--- config.mk ---
export PLATFORM = sky130hd
export DESIGN_NAME = parking_exit_controller
export DESIGN_NICKNAME = d
export VERILOG_FILES = /design/src/rtl/parking_pkg.sv /design/src/rtl/occupancy_counter.sv /design/src/rtl/parking_exit_controller.sv
export SDC_FILE = /design/constraint.sdc
export NUM_CORES = 1
export LEC_CHECK = 0
export CAP_MARGIN = 20
export CORE_MARGIN = 2
export CORE_UTILIZATION = 52
export DETAILED_ROUTE_END_ITERATION = 12
export GPL_TIMING_DRIVEN = 0
export PLACE_DENSITY = 0.83
export SLEW_MARGIN = 20
export SYNTH_ARGS = -nofsm -noshare
export SYNTH_HDL_FRONTEND = slang
export SYNTH_SLANG_ARGS = --single-unit
--- constraint.sdc ---
create_clock -name clk -period 1.85 [get_ports clk]
set_input_delay 0.185 -clock clk [delete_from_list [all_inputs] [get_ports clk]]
set_output_delay 0.185 -clock clk [all_outputs]
set_load 0.02 [all_outputs]
--- src/rtl/parking_pkg.sv ---
// Shared parking-lot constants and the exit-gate state encoding.
// The entry controller imports the same package so both gates agree on capacity.
package parking_pkg;

   localparam int unsigned DEF_CAPACITY  = 8;
   localparam int unsigned DEF_CNT_W     = 4;
   localparam int unsigned DEF_TIMEOUT   = 16;
   localparam int unsigned DEF_ALARM_MIN = 4;

   typedef logic [1:0] exit_state_t;

   localparam exit_state_t StIdle    = 2'd0;
   localparam exit_state_t StOpen    = 2'd1;
   localparam exit_state_t StPassing = 2'd2;
   localparam exit_state_t StAlarm   = 2'd3;

endpackage

--- src/rtl/occupancy_counter.sv ---
// Saturating up/down car counter with registered full/empty flags.
// Simultaneous inc and dec cancel, so the count stays put.
module occupancy_counter #(
   parameter int unsigned CAPACITY = 8,
   parameter int unsigned CNT_W    = 4
) (
   input  logic             i_clk,
   input  logic             i_rst_n,
   input  logic             i_inc,
   input  logic             i_dec,
   output logic [CNT_W-1:0] o_count,
   output logic             o_full,
   output logic             o_empty
);

   localparam logic [CNT_W-1:0] CapC = CNT_W'(CAPACITY);
   localparam logic [CNT_W-1:0] OneC = CNT_W'(1);

   logic [CNT_W-1:0] r_count;
   logic [CNT_W-1:0] w_count_d;
   logic             r_full;
   logic             r_empty;

   always_comb begin
      w_count_d = r_count;
      if (i_inc && !i_dec) begin
         if (r_count != CapC) w_count_d = r_count + OneC;
      end else if (i_dec && !i_inc) begin
         if (r_count != '0) w_count_d = r_count - OneC;
      end
   end

   // Flags come from the next count so they line up with o_count every cycle.
   always_ff @(posedge i_clk or negedge i_rst_n) begin
      if (!i_rst_n) begin
         r_count <= '0;
         r_full  <= 1'b0;
         r_empty <= 1'b1;
      end else begin
         r_count <= w_count_d;
         r_full  <= (w_count_d == CapC);
         r_empty <= (w_count_d == '0);
      end
   end

   assign o_count = r_count;
   assign o_full  = r_full;
   assign o_empty = r_empty;

endmodule

--- src/rtl/parking_exit_controller.sv ---
// Exit barrier controller: opens for a leaving car, confirms it has passed,
// and owns the shared occupancy count fed by the entry gate's car_entered pulse.
module parking_exit_controller
   import parking_pkg::*;
#(
   parameter int unsigned CAPACITY  = DEF_CAPACITY,
   parameter int unsigned CNT_W     = DEF_CNT_W,
   parameter int unsigned TIMEOUT   = DEF_TIMEOUT,
   parameter int unsigned ALARM_MIN = DEF_ALARM_MIN
) (
   input  logic             clk,
   input  logic             reset,
   input  logic             insensor,
   input  logic             outsensor,
   input  logic             car_entered,
   output logic             GREENLED,
   output logic             REDLED,
   output logic             barrier_open,
   output logic [CNT_W-1:0] occupancy,
   output logic             full,
   output logic             empty
);

   localparam int unsigned TmrMax = (TIMEOUT > ALARM_MIN) ? TIMEOUT : ALARM_MIN;
   localparam int unsigned TMR_W  = $clog2(TmrMax + 1);

   localparam logic [TMR_W-1:0] TimeoutLastC = TMR_W'(TIMEOUT - 1);
   localparam logic [TMR_W-1:0] AlarmMinC    = TMR_W'(ALARM_MIN);
   localparam logic [TMR_W-1:0] AlarmLastC   = TMR_W'(ALARM_MIN - 1);
   localparam logic [TMR_W-1:0] TmrOneC      = TMR_W'(1);

   exit_state_t      r_state;
   exit_state_t      w_state_d;
   logic [TMR_W-1:0] r_timer;
   logic [TMR_W-1:0] w_timer_d;
   logic             w_dec;
   logic             w_sensors_clear;
   logic             r_green;
   logic             r_red;
   logic             r_barrier;

   assign w_sensors_clear = !insensor && !outsensor;

   always_comb begin
      w_state_d = r_state;
      w_timer_d = r_timer;
      w_dec     = 1'b0;
      case (r_state)
         StIdle: begin
            w_timer_d = '0;
            // An exit request with nobody inside is a phantom exit.
            if (insensor) w_state_d = empty ? StAlarm : StOpen;
         end
         StOpen: begin
            if (outsensor) begin
               w_state_d = StPassing;
               w_timer_d = '0;
            end else if (r_timer == TimeoutLastC) begin
               w_state_d = StAlarm;
               w_timer_d = '0;
            end else begin
               w_timer_d = r_timer + TmrOneC;
            end
         end
         StPassing: begin
            w_timer_d = '0;
            if (w_sensors_clear) begin
               w_state_d = StIdle;
               w_dec     = 1'b1;
            end
         end
         StAlarm: begin
            if (r_timer != AlarmMinC) w_timer_d = r_timer + TmrOneC;
            if (r_timer >= AlarmLastC && w_sensors_clear) begin
               w_state_d = StIdle;
               w_timer_d = '0;
            end
         end
         default: begin
            w_state_d = StIdle;
            w_timer_d = '0;
         end
      endcase
   end

   // Outputs are decoded from the next state so they register alongside it.
   always_ff @(posedge clk or negedge reset) begin
      if (!reset) begin
         r_state   <= StIdle;
         r_timer   <= '0;
         r_green   <= 1'b0;
         r_red     <= 1'b0;
         r_barrier <= 1'b0;
      end else begin
         r_state   <= w_state_d;
         r_timer   <= w_timer_d;
         r_green   <= (w_state_d == StOpen) || (w_state_d == StPassing);
         r_red     <= (w_state_d == StAlarm);
         r_barrier <= (w_state_d == StOpen) || (w_state_d == StPassing);
      end
   end

   occupancy_counter #(
      .CAPACITY (CAPACITY),
      .CNT_W    (CNT_W)
   ) u_occ (
      .i_clk   (clk),
      .i_rst_n (reset),
      .i_inc   (car_entered),
      .i_dec   (w_dec),
      .o_count (occupancy),
      .o_full  (full),
      .o_empty (empty)
   );

   assign GREENLED     = r_green;
   assign REDLED       = r_red;
   assign barrier_open = r_barrier;

endmodule
==> Implementation_results.wiki, run 1 <==
{| class="wikitable"
! Metric !! Value
|-
| Post-synthesis net count || 116
|-
| Type of the setup path with the least slack || reg -> reg
|-
| WL final || 2110 um
|-
| Detailed placer's ending HPWL || between 1000 and 1500 um
|-
| Post-synthesis register bit count || 15
|-
| Pre-CTS setup slack || -0.400 ns
|-
| Number of DRC markers in iteration 0 || 13
|-
| Placed cell count || 142
|-
| Routed length per instance || around 14 um
|-
| Effective utilization at floorplan || 0.561
|-
| Peak supply drop || 1.16 mV
|-
| Number of buffers inserted during clock tree synthesis || 3
|-
| Nets || 137
|-
| Share of the synthesized area in compound gates (AO/OA/AOI/OAI) || 0.142
|-
| Final-report setup violation count || 0
|-
| CP Data Arrival Time || 1.97 ns
|-
| Mapped Cells || 104
|-
| Number of nets with antenna violations after detailed routing || 0
|-
| Launch point of the worst path || r_state[0]$_DFF_PN0_
|-
| Width of the die || 47.4 um
|-
| Share of cell area taken by muxes after synthesis || 0.0332
|-
| Buf+Inv Stages, Crit Path || 1
|-
| Via count of the first global-routing pass || 819
|-
| Share of the synthesized area in the top cell type || 0.358
|-
| Final period utilization || 0.954
|-
| Synthesized area per cell || about 9.4 um^2
|-
| Count of unique library cells instantiated by Yosys || 37
|-
| Power Density || roughly 1600 nW/um^2
|-
| DRC violation count after routing || 0
|-
| Post-layout minimum cycle time || between 1.5 and 2 ns
|-
| Core area || about 1700 um^2
|-
| Setup_tns || 0 ns
|-
| Clock Tree Root || sky130_fd_sc_hd__clkbuf_4
|-
| Slew HR || 0.553
|-
| Maximum clock insertion buffer count || 2
|-
| Data required time at the worst endpoint || 2.06 ns
|-
| Final number of hold-violating endpoints || 0
|-
| Biggest cell delay along the critical path || 0.49 ns
|-
| Slowest stage cell on the critical path || sky130_fd_sc_hd__or4b_4
|-
| Simple-gate portion of the synthesized area || 0.241
|-
| Clock tree from TritonCTS || done
|-
| Slew at the pin with the worst max-slew slack || 0.668 ns
|-
| Cells taking the most area after synthesis || sky130_fd_sc_hd__dfrtp_1 36%, sky130_fd_sc_hd__ha_1 8.9%, sky130_fd_sc_hd__xnor2_1 4.5%
|-
| Total die area || between 2000 and 2500 um^2
|-
| Fill cell count || approximately 130
|-
| Final total power || between 1.5 and 2 mW
|-
| H-tree levels || 1
|-
| # rows || 15
|-
| Slew Limit Fails || 0
|-
| Via Count || around 850
|-
| Cell taking the most area after synthesis || sky130_fd_sc_hd__dfrtp_1
|-
| Largest net degree at the start of global routing || 16
|-
| Buffers on Ports || 13
|-
| Portion of the post-synthesis area used by sequential elements || 0.384
|-
| Global Route Usage Sum || 0.220
|-
| Area share of fa/ha/maj cells after synthesis || 0.0894
|-
| Most used standard cells in the synthesized netlist || 14 x sky130_fd_sc_hd__dfrtp_1, 10 x sky130_fd_sc_hd__inv_1, 8 x sky130_fd_sc_hd__nand2_1, 8 x sky130_fd_sc_hd__nor2_1, 8 x sky130_fd_sc_hd__o21ai_0
|-
| Remaining Overflow, GRT || 0
|-
| Xor/xnor cell area share of the yosys netlist || 0.0447
|-
| Worst r2r src || r_state[0]$_DFF_PN0_
|-
| Leakage || approximately 0.55 nW
|-
| Worst-path cell chain || or4b_4 -> buf_8 -> nor3_1 -> o31ai_2 -> nor4b_2
|-
| P&R area growth vs syn || 26.3%
|-
| Wire length of the first global-routing pass || 3360 um
|-
| Worst path top cell family by delay || simple AND/OR/NAND/NOR gates
|-
| Clock insertion delay at the later pin of the skew report || between 0.2 and 0.3 ns
|-
| Crit end category || flip-flop
|-
| Worst Setup Slack, final || 0.0853 ns
|-
| CTS sink count || 15
|-
| Top FF cell, synth || sky130_fd_sc_hd__dfrtp_1
|-
| Kind of start point of the critical path || flip-flop
|-
| Warning count from the yosys run || 0
|-
| Main combinational cell family by area after synthesis || simple AND/OR/NAND/NOR gates
|-
| Library cell with the highest instance count after synthesis || sky130_fd_sc_hd__dfrtp_1
|-
| Depth of the worst register-to-register path || 5
|-
| Status || finished clean
|-
| Max-capacitance violation count || 0
|-
| Max frequency || 0.567 GHz
|-
| Proportion of register bits with asynchronous set or reset after synthesis || 1.00
|-
| Total I/O pin count || 14
|-
| Antenna violations before repair || 0
|-
| Final weighted congestion of routability-driven global placement || 0.816
|-
| Die Height || 47.4 um
|-
| Fraction of layout instances using a drive strength above 1 || 0.202
|-
| Hold WC Path Type || in -> async
|-
| CTS clk-pin slew, worst paths || 0.09 ns
|-
| Worst clock skew || between 0.0015 and 0.002 ns
|-
| Vias per cell || about 5.7
|-
| Highest fanout seen on the critical path || 8
|-
| # diodes || 0
|-
| Post-route non-filler standard cell count || 149
|-
| First-pass iteration count of the detailed router || 4
|-
| Cell count along the critical path || 5
|-
| Cell Area, Synth || 980 um^2
|-
| Post-synth EDFFs || 0
|}
-- through the flow --
stage	utilization	cell area [um^2]	hold WS, ns
after floorplan	-	980	-0.111
after detailed placement	0.654	1140	0.584
after global routing	0.709	1240	0.359
after CTS	0.683	1190	0.310
final	0.709	1240	0.292
after global placement	0.654	1140	0.570
-- where the power goes --
part / leakage, nW / internal (mW) / switching, mW
clock network: 0.0150 / 0.0841 / 0.109
registers: 0.184 / 0.463 / 0.141
logic: 0.346 / 0.554 / 0.594
-- sequential cells by signal, indices dropped and copies added (netlist names) --
register / cells
REDLED: 1
barrier_open: 1
r_state: 2
r_timer: 5
u_occ.o_count: 4
u_occ.o_empty: 1
u_occ.o_full: 1
-- kinds of logic after synthesis --
logic type                 Yosys count
and+or+nand+nor                     37
AOI/OAI and AO/OA                   22
buffers and inverters               15
DFF                                 15
adders and majority gates            7
xor gates and xnor gates             5
muxes                                3
-- layout by cell type (no fill, tap or decap), types with 2 or more instances in the layout --
| cell | Yosys | routed |
|---|---|---|
| sky130_fd_sc_hd__a211oi_1 | 2 | 2 |
| sky130_fd_sc_hd__a21oi_1 | 6 | 5 |
| sky130_fd_sc_hd__buf_2 | 3 | 2 |
| sky130_fd_sc_hd__buf_4 | 1 | 4 |
| sky130_fd_sc_hd__clkbuf_1 | 1 | 2 |
| sky130_fd_sc_hd__clkbuf_4 | 0 | 3 |
| sky130_fd_sc_hd__clkdlybuf4s50_1 | 0 | 11 |
| sky130_fd_sc_hd__dfrtp_1 | 14 | 13 |
| sky130_fd_sc_hd__dlygate4sd2_1 | 0 | 2 |
| sky130_fd_sc_hd__ha_1 | 7 | 6 |
| sky130_fd_sc_hd__inv_1 | 10 | 10 |
| sky130_fd_sc_hd__mux2_2 | 2 | 2 |
| sky130_fd_sc_hd__nand2_1 | 8 | 8 |
| sky130_fd_sc_hd__nand3_1 | 3 | 3 |
| sky130_fd_sc_hd__nand4_1 | 2 | 2 |
| sky130_fd_sc_hd__nor2_1 | 8 | 7 |
| sky130_fd_sc_hd__nor3_1 | 2 | 2 |
| sky130_fd_sc_hd__o21ai_0 | 8 | 8 |
| sky130_fd_sc_hd__xnor2_1 | 5 | 5 |
-- timing repair --
item	4_1_cts	5_1_grt
hold buffers	0	0
setup endpoints to repair	3	6
pin swaps	0	3
buffers inserted	3	0
resized for setup	3	12
-- cell type report --
cell class	count	area, um^2	share of cell area
multi-input cells	74	578	0.467
flip-flops and latches	15	378	0.305
repair buffers	16	150	0.121
inverters	10	37.5	0.0303
plain buffers	5	36.3	0.0293
well taps	25	31.3	0.0253
clock buffers	4	26.3	0.0212
-- routing by layer --
metal | share of wire | up-vias | GRT usage
met4 | 0.024 | 0 | 0.133
met1 | 0.46 | 420 | 0.269
li1 | - | 410 | -
met2 | 0.48 | 14 | 0.359
met3 | 0.028 | 5 | 0.0385
met5 | 0 | - | 0
-- final timing paths --
path	to	slack [ns]
setup / recovery	u_occ.o_full$_DFF_PN0_	0.09
hold / removal	REDLED$_DFF_PN0_	0.29
setup reg to reg	u_occ.o_full$_DFF_PN0_	0.09
hold reg to reg	r_timer[3]$_DFFE_PN0P_	0.62
max in group asynchronous	u_occ.o_count[1]$_DFF_PN0_	1.09
min in group clk	r_state[1]$_DFF_PN0_	0.59
Note: power is estimated with default switching activity, not from simulation.
==> inputs of run 2 (changes only) <==
--- a/config.mk
+++ b/config.mk
@@ -6,6 +6,7 @@
 export NUM_CORES = 1
 export LEC_CHECK = 0
 export CAP_MARGIN = 20
+export CORE_ASPECT_RATIO = 1.2
 export CORE_MARGIN = 2
 export CORE_UTILIZATION = 52
 export DETAILED_ROUTE_END_ITERATION = 12
==> Implementation_results.wiki, run 2 (synthesis results as in run 1) <==
{| class="wikitable"
! Metric !! Value
|-
| CTS clk-pin slew, worst paths || 0.10 ns (about the same)
|-
| Max-capacitance violation count || 0 (unchanged)
|-
| Remaining Overflow, GRT || 0 (unchanged)
|-
| Final total power || 1.95 mW (about the same)
|-
| H-tree levels || 1 (unchanged)
|-
| Register ranked first by flip-flop count || r_timer
|-
| Final weighted congestion of routability-driven global placement || 0.804 (-1.5%)
|-
| Via count of the first global-routing pass || 779 (-4.9%)
|-
| Vias per cell || 5.86 (+2.8%)
|-
| Area of combinational cells with multiple inputs || 602 um^2 (+4.1%)
|-
| Fraction of layout instances using a drive strength above 1 || 0.228 (+0.0260)
|-
| Highest fanout seen on the critical path || 8 (unchanged)
|-
| Worst-case register-to-register setup slack || 0.08 ns (about the same)
|-
| Post-layout minimum cycle time || 1.77 ns (+0.00996 ns)
|-
| Endpoint of the lowest-slack register-to-register path || u_occ.o_full$_DFF_PN0_
|-
| Number of DRC markers in iteration 0 || 12 (-1)
|-
| Worst clock skew || 0.00765 ns (+0.00582 ns)
|-
| Slowest stage cell on the critical path || sky130_fd_sc_hd__or4b_4
|-
| Share of total power in combinational logic || 0.582 (-0.008)
|-
| Total net switching power || 866 uW (+2.6%)
|-
| Worst r2r src || r_state[0]$_DFF_PN0_
|-
| Nets || 136 (-0.73%)
|-
| Data required time at the worst endpoint || 2.05 ns (about the same)
|-
| Final-report setup violation count || 0 (unchanged)
|-
| Detailed placer's ending HPWL || 1590 um (+13%)
|-
| Share of power burned in the clock network || 0.097 (-0.002)
|-
| Clock tree from TritonCTS || done
|-
| DRC violation count after routing || 0 (unchanged)
|-
| Status || finished clean
|-
| Type of the setup path with the least slack || reg -> reg
|-
| Kind of start point of the critical path || flip-flop
|-
| Hold Buf Count CTS || 0 (unchanged)
|-
| Maximum clock insertion buffer count || 2 (unchanged)
|-
| Number of nets with antenna violations after detailed routing || 0 (unchanged)
|-
| Depth of the worst register-to-register path || 6 (+1)
|-
| Total die area || 2250 um^2 (about the same)
|-
| Slew at the pin with the worst max-slew slack || 0.668 ns (-0.000770 ns)
|-
| Effective utilization at floorplan || 0.542 (-0.0194)
|-
| Fin area || 1250 um^2 (+0.91%)
|-
| Max frequency || 0.563 GHz (-0.56%)
|-
| Setup repair after global routing missed its margin || true
|-
| Fill cell count || 126 (-0.79%)
|-
| Total I/O pin count || 14 (unchanged)
|-
| Routed length per instance || 15.3 um (+8.1%)
|-
| Commonest cells after routing, fill and taps aside || 12 x sky130_fd_sc_hd__dfrtp_1, 11 x sky130_fd_sc_hd__clkdlybuf4s50_1, 10 x sky130_fd_sc_hd__inv_1, 8 x sky130_fd_sc_hd__nand2_1, 8 x sky130_fd_sc_hd__o21ai_0
|-
| Die Height || 51.6 um (+8.7%)
|-
| Buffers on Ports || 13 (unchanged)
|-
| Slew HR || 0.553 (about the same)
|-
| Most common cell after layout, fill and taps aside || sky130_fd_sc_hd__dfrtp_1
|-
| Cell Area, Placed || 1130 um^2 (-0.66%)
|-
| Wire length of the first global-routing pass || 3240 um (-3.5%)
|-
| Via Count || 832 (-2.0%)
|-
| CTS sink count || 15 (unchanged)
|-
| Sequential Area || 379 um^2 (+0.33%)
|-
| Worst-path cell chain || or4b_4 -> buf_8 -> nor3_4 -> nor3_2 -> a31oi_1 -> nor4b_2
|-
| # rows || 17 (+2)
|-
| Crit end category || flip-flop
|-
| Power Density || 1560 nW/um^2 (-0.80%)
|-
| Leakage || 0.545 nW (-0.14%)
|-
| # diodes || 0 (unchanged)
|-
| Switching power as a share of total power || 0.445 (+0.0109)
|-
| Clock Tree Root || sky130_fd_sc_hd__clkbuf_4
|-
| Antenna violations before repair || 0 (unchanged)
|-
| First-pass iteration count of the detailed router || 4 (unchanged)
|-
| Number of buffers inserted during clock tree synthesis || 3 (unchanged)
|-
| Global Route Usage Sum || 0.197 (-0.0231)
|-
| Power Internal || 1.08 mW (-1.8%)
|-
| Flop pwr share || 0.321 (+0.011)
|-
| WL final || 2180 um (+3.0%)
|-
| P&R area growth vs syn || 27.5%
|-
| Setup_tns || 0 ns (unchanged)
|-
| Peak supply drop || 0.978 mV (-16%)
|-
| Largest net degree at the start of global routing || 16 (unchanged)
|-
| Final number of hold-violating endpoints || 0 (unchanged)
|-
| Slew Limit Fails || 0 (unchanged)
|-
| Width of the die || 43.6 um (-8.0%)
|-
| Hold WC Path Type || in -> async
|-
| Biggest cell delay along the critical path || 0.52 ns (+0.03 ns)
|-
| Core area || 1810 um^2 (+3.6%)
|-
| Clock insertion delay at the later pin of the skew report || 0.28 ns (about the same)
|-
| Flip-flop count of the largest register after layout || 5 (unchanged)
|-
| Final period utilization || 0.959 (+0.00538)
|-
| CP Data Arrival Time || 1.97 ns (about the same)
|}
==> run 2: repair_timing <==
action | CTS | global route
buffers inserted | 1 | 1
endpoints found under the setup margin | 2 | 9
pin swaps | 0 | 6
resized for setup | 2 | 18
==> run 2: metrics by stage <==
| stage | setup WS, ns | cells | util | hold WS (ns) |
|---|---|---|---|---|
| finish | 0.0753 | 142 | 0.691 | 0.300 |
| detailed placement | -0.398 | 136 | 0.627 | 0.587 |
| global route | -0.0413 | 142 | 0.691 | 0.355 |
| floorplan | 0.144 | 104 | - | -0.111 |
| global placement | -0.365 | 136 | 0.627 | 0.574 |
| CTS | 0.00506 | 141 | 0.645 | 0.313 |
==> run 2: layout make-up <==
cell class                      count  share of cell area
Sequential cell                    15               0.304
Clock inverter                      1             0.00401
Buffer                              5              0.0291
Inverter                           10              0.0301
Clock buffer                        3              0.0180
Timing Repair Buffer               15               0.114
Tap cell                           19              0.0190
Multi-Input combinational cell     74               0.482
==> run 2: critical path: cells and delay by family (launching register included) <==
kind | cells | cell delay (ns)
and+or+nand+nor | 4 | 0.93
buffers and inverters | 1 | 0.16
DFF | 1 | 0.39
AOI/OAI and AO/OA | 1 | 0.22
==> run 2: layer usage <==
metal,GRT usage,up-vias,share of wire,routed length [um]
met1,0.211,404,0.41,897
li1,-,406,-,-
met2,0.370,18,0.54,1190
met5,0,-,0,0
met4,0.0808,0,0.013,29
met3,0.0347,4,0.029,63
==> run 2: worst max-delay path by stage <==
stage	start	endpoint	cells past startpoint
6_report	r_state[0]$_DFF_PN0_	u_occ.o_full$_DFF_PN0_	6
5_1_grt	r_state[1]$_DFF_PN0_	u_occ.o_full$_DFF_PN0_	6
4_1_cts	r_state[0]$_DFF_PN0_	u_occ.o_full$_DFF_PN0_	6
3_5_place_dp	insensor	u_occ.o_full$_DFF_PN0_	7
3_3_place_gp	insensor	u_occ.o_full$_DFF_PN0_	7
2_1_floorplan	r_state[0]$_DFF_PN0_	u_occ.o_full$_DFF_PN0_	6
==> run 2: power groups by stage <==
stage	clock network [mW]	logic (mW)	registers [mW]
after floorplan	0	0.596	0.672
after detailed placement	0	1.03	0.602
after global routing	0.206	1.22	0.646
after CTS	0.204	1.06	0.586
after global placement	0	0.971	0.594
final	0.189	1.13	0.625
==> inputs of run 3 (changes only) <==
--- a/config.mk
+++ b/config.mk
@@ -9,8 +9,9 @@
 export CORE_ASPECT_RATIO = 1.2
 export CORE_MARGIN = 2
 export CORE_UTILIZATION = 52
+export CTS_CLUSTER_SIZE = 20
 export DETAILED_ROUTE_END_ITERATION = 12
-export GPL_TIMING_DRIVEN = 0
+export MAX_ROUTING_LAYER = met4
 export PLACE_DENSITY = 0.83
 export SLEW_MARGIN = 20
 export SYNTH_ARGS = -nofsm -noshare
==> Implementation_results.wiki, run 3 (synthesis results as in run 1) <==
{| class="wikitable"
! Metric !! Value
|-
| Final period utilization || 1.00 (+0.0432)
|-
| Routed length per instance || 15.1 um (-1.2%)
|-
| # diodes || 0 (unchanged)
|-
| Worst Setup Slack, final || -0.00462 ns (-0.0800 ns)
|-
| Number of nets with antenna violations after detailed routing || 0 (unchanged)
|-
| Slew at the pin with the worst max-slew slack || 0.675 ns (+0.00760 ns)
|-
| Most common cell after layout, fill and taps aside || sky130_fd_sc_hd__buf_4
|-
| Global Route Usage Sum || 0.209 (+0.0119)
|-
| Final-report setup violation count || 1 (+1)
|-
| Hold WC Path Type || in -> async
|-
| Via Count || 889 (+6.9%)
|-
| Fraction of layout instances using a drive strength above 1 || 0.273 (+0.0451)
|-
| P&R area growth vs syn || 34.7%
|-
| Detailed placer's ending HPWL || 1510 um (-5.1%)
|-
| Commonest cells after routing, fill and taps aside || 15 x sky130_fd_sc_hd__buf_4, 14 x sky130_fd_sc_hd__dfrtp_1, 13 x sky130_fd_sc_hd__clkdlybuf4s50_1, 10 x sky130_fd_sc_hd__inv_1
|-
| CTS sink count || 15 (unchanged)
|-
| Largest net degree at the start of global routing || 16 (unchanged)
|-
| Switching power as a share of total power || 0.424 (-0.0209)
|-
| Final weighted congestion of routability-driven global placement || 0.840 (+4.5%)
|-
| Status || complete, but fails checks
|-
| First-pass iteration count of the detailed router || 4 (unchanged)
|-
| Number of DRC markers in iteration 0 || 35 (+23)
|-
| Share of power burned in the clock network || 0.087 (-0.010)
|-
| Post-route non-filler standard cell count || 151 (+6.3%)
|-
| Share of total power in combinational logic || 0.631 (+0.049)
|-
| Slew Limit Fails || 0 (unchanged)
|-
| Nets || 145 (+6.6%)
|-
| Buffers on Ports || 13 (unchanged)
|-
| H-tree levels || 1 (unchanged)
|-
| Hold Buf Count CTS || 0 (unchanged)
|-
| CTS clk-pin slew, worst paths || 0.08 ns (-0.02 ns)
|-
| Effective utilization at floorplan || 0.542 (unchanged)
|-
| Flop pwr share || 0.281 (-0.040)
|-
| Core area || 1810 um^2 (unchanged)
|-
| Pre-CTS setup slack || -0.258 ns (+0.140 ns)
|-
| DRC violation count after routing || 0 (unchanged)
|-
| Wire length of the first global-routing pass || 3330 um (+2.7%)
|-
| Die Height || 51.6 um (unchanged)
|-
| Total net switching power || 910 uW (+5.1%)
|-
| Final number of hold-violating endpoints || 0 (unchanged)
|-
| Power Internal || 1.24 mW (+14%)
|-
| Maximum clock insertion buffer count || 2 (unchanged)
|-
| Placed cell count || 143 (+5.1%)
|-
| Kind of start point of the critical path || flip-flop
|-
| Peak supply drop || 1.01 mV (+3.4%)
|-
| Highest fanout seen on the critical path || 8 (unchanged)
|-
| Register ranked first by flip-flop count || r_timer
|-
| Leakage || 0.589 nW (+8.2%)
|-
| Vias per cell || 5.89 (+0.48%)
|-
| Clock insertion delay at the later pin of the skew report || 0.29 ns (about the same)
|-
| Clock Tree Root || sky130_fd_sc_hd__clkbuf_4
|-
| Violated checks || setup timing
|-
| Max frequency || 0.539 GHz (-4.3%)
|-
| Power Density || 1630 nW/um^2 (+4.3%)
|-
| Via count of the first global-routing pass || 788 (+1.2%)
|-
| Max-capacitance violation count || 0 (unchanged)
|-
| Type of the setup path with the least slack || reg -> reg
|-
| Antenna violations before repair || 0 (unchanged)
|-
| Crit end category || flip-flop
|-
| Width of the die || 43.6 um (unchanged)
|-
| Setup repair after global routing missed its margin || true
|-
| Remaining Overflow, GRT || 0 (unchanged)
|-
| Number of buffers inserted during clock tree synthesis || 3 (unchanged)
|-
| CP Data Arrival Time || 2.05 ns (+0.08 ns)
|-
| Data required time at the worst endpoint || 2.05 ns (about the same)
|-
| WL final || 2290 um (+5.1%)
|-
| Worst clock skew || 0.00450 ns (-0.00315 ns)
|-
| Clock tree from TritonCTS || done
|-
| Total die area || 2250 um^2 (unchanged)
|-
| Flip-flop count of the largest register after layout || 5 (unchanged)
|-
| # rows || 17 (unchanged)
|-
| Total I/O pin count || 14 (unchanged)
|-
| Slew HR || 0.548 (-0.00509)
|-
| Post-layout minimum cycle time || 1.85 ns (+0.0800 ns)
|}
-- run 3: changes by cell type in the layout (fill, tap and decap cells not counted), sizes merged --
cell and change:
clkinv -1, clkdlybuf4s50 +2, dlygate4sd2 -2, buf +10
-- run 3: power by group through the flow --
stage	clock [mW]	sequential [mW]	combinational, mW
after floorplan	0	0.672	0.596
after global placement	0	0.586	1.12
after detailed placement	0	0.596	1.15
after CTS	0.198	0.592	1.17
after global routing	0.199	0.621	1.48
final	0.188	0.604	1.36
-- run 3: final timing paths --
path / from / slack [ns] / endpoint / cells past startpoint
setup / recovery: r_state[0]$_DFF_PN0_ / -0.005 / u_occ.o_full$_DFF_PN0_ / 5
hold / removal: reset / 0.30 / r_timer[1]$_DFFE_PN0P_ / 1
setup reg to reg: r_state[0]$_DFF_PN0_ / -0.005 / u_occ.o_full$_DFF_PN0_ / 5
hold reg to reg: r_timer[3]$_DFFE_PN0P_ / 0.60 / r_timer[3]$_DFFE_PN0P_ / 3
max in group asynchronous: reset / 1.12 / u_occ.o_count[0]$_DFF_PN0_ / 1
min in group clk: r_timer[3]$_DFFE_PN0P_ / 0.60 / r_timer[3]$_DFFE_PN0P_ / 3
-- run 3: routing by layer --
| metal | vias to the layer above | track usage | share of wire |
|---|---|---|---|
| met5 | - | - | 0 |
| li1 | 419 | - | - |
| met2 | 29 | 0.333 | 0.52 |
| met1 | 437 | 0.249 | 0.41 |
| met4 | 0 | 0.106 | 0.012 |
| met3 | 4 | 0.0417 | 0.055 |
-- run 3: layout make-up --
| type | instances | area (um^2) |
|---|---|---|
| multi-input cells | 74 | 602 |
| flip-flops and latches | 15 | 377 |
| repair buffers | 29 | 254 |
| fillers | 132 | 488 |
| inverters | 10 | 37.5 |
| clock buffers | 4 | 26.3 |
| well taps | 19 | 23.8 |
-- run 3: critical path, stage by stage (launching register included) --
cell and delay (ns):
sky130_fd_sc_hd__dfrtp_1 0.41, sky130_fd_sc_hd__or4b_4 0.59, sky130_fd_sc_hd__nor3_2 0.20, sky130_fd_sc_hd__nor3_1 0.08
sky130_fd_sc_hd__a31oi_1 0.23, sky130_fd_sc_hd__nor4b_4 0.24
-- run 3: timing repair --
action	4_1_cts	5_1_grt
cloned	0	0
pin swaps	0	6
gates resized for setup	1	12
buffers inserted	0	4
endpoints found under the setup margin	1	5
endpoints found under the hold margin	0	0
-- run 3: per-stage QoR --
stage / total power [mW] / TNS, ns / instance area [um^2] / hold WS (ns) / util
6_report: 2.15 / -0.00462 / 1320 / 0.299 / 0.730
5_1_grt: 2.30 / -0.175 / 1320 / 0.362 / 0.730
4_1_cts: 1.96 / 0 / 1230 / 0.315 / 0.679
3_5_place_dp: 1.75 / -0.726 / 1200 / 0.591 / 0.662
3_3_place_gp: 1.71 / -0.491 / 1200 / 0.572 / 0.662
2_1_floorplan: 1.27 / 0 / 980 / -0.111 / -
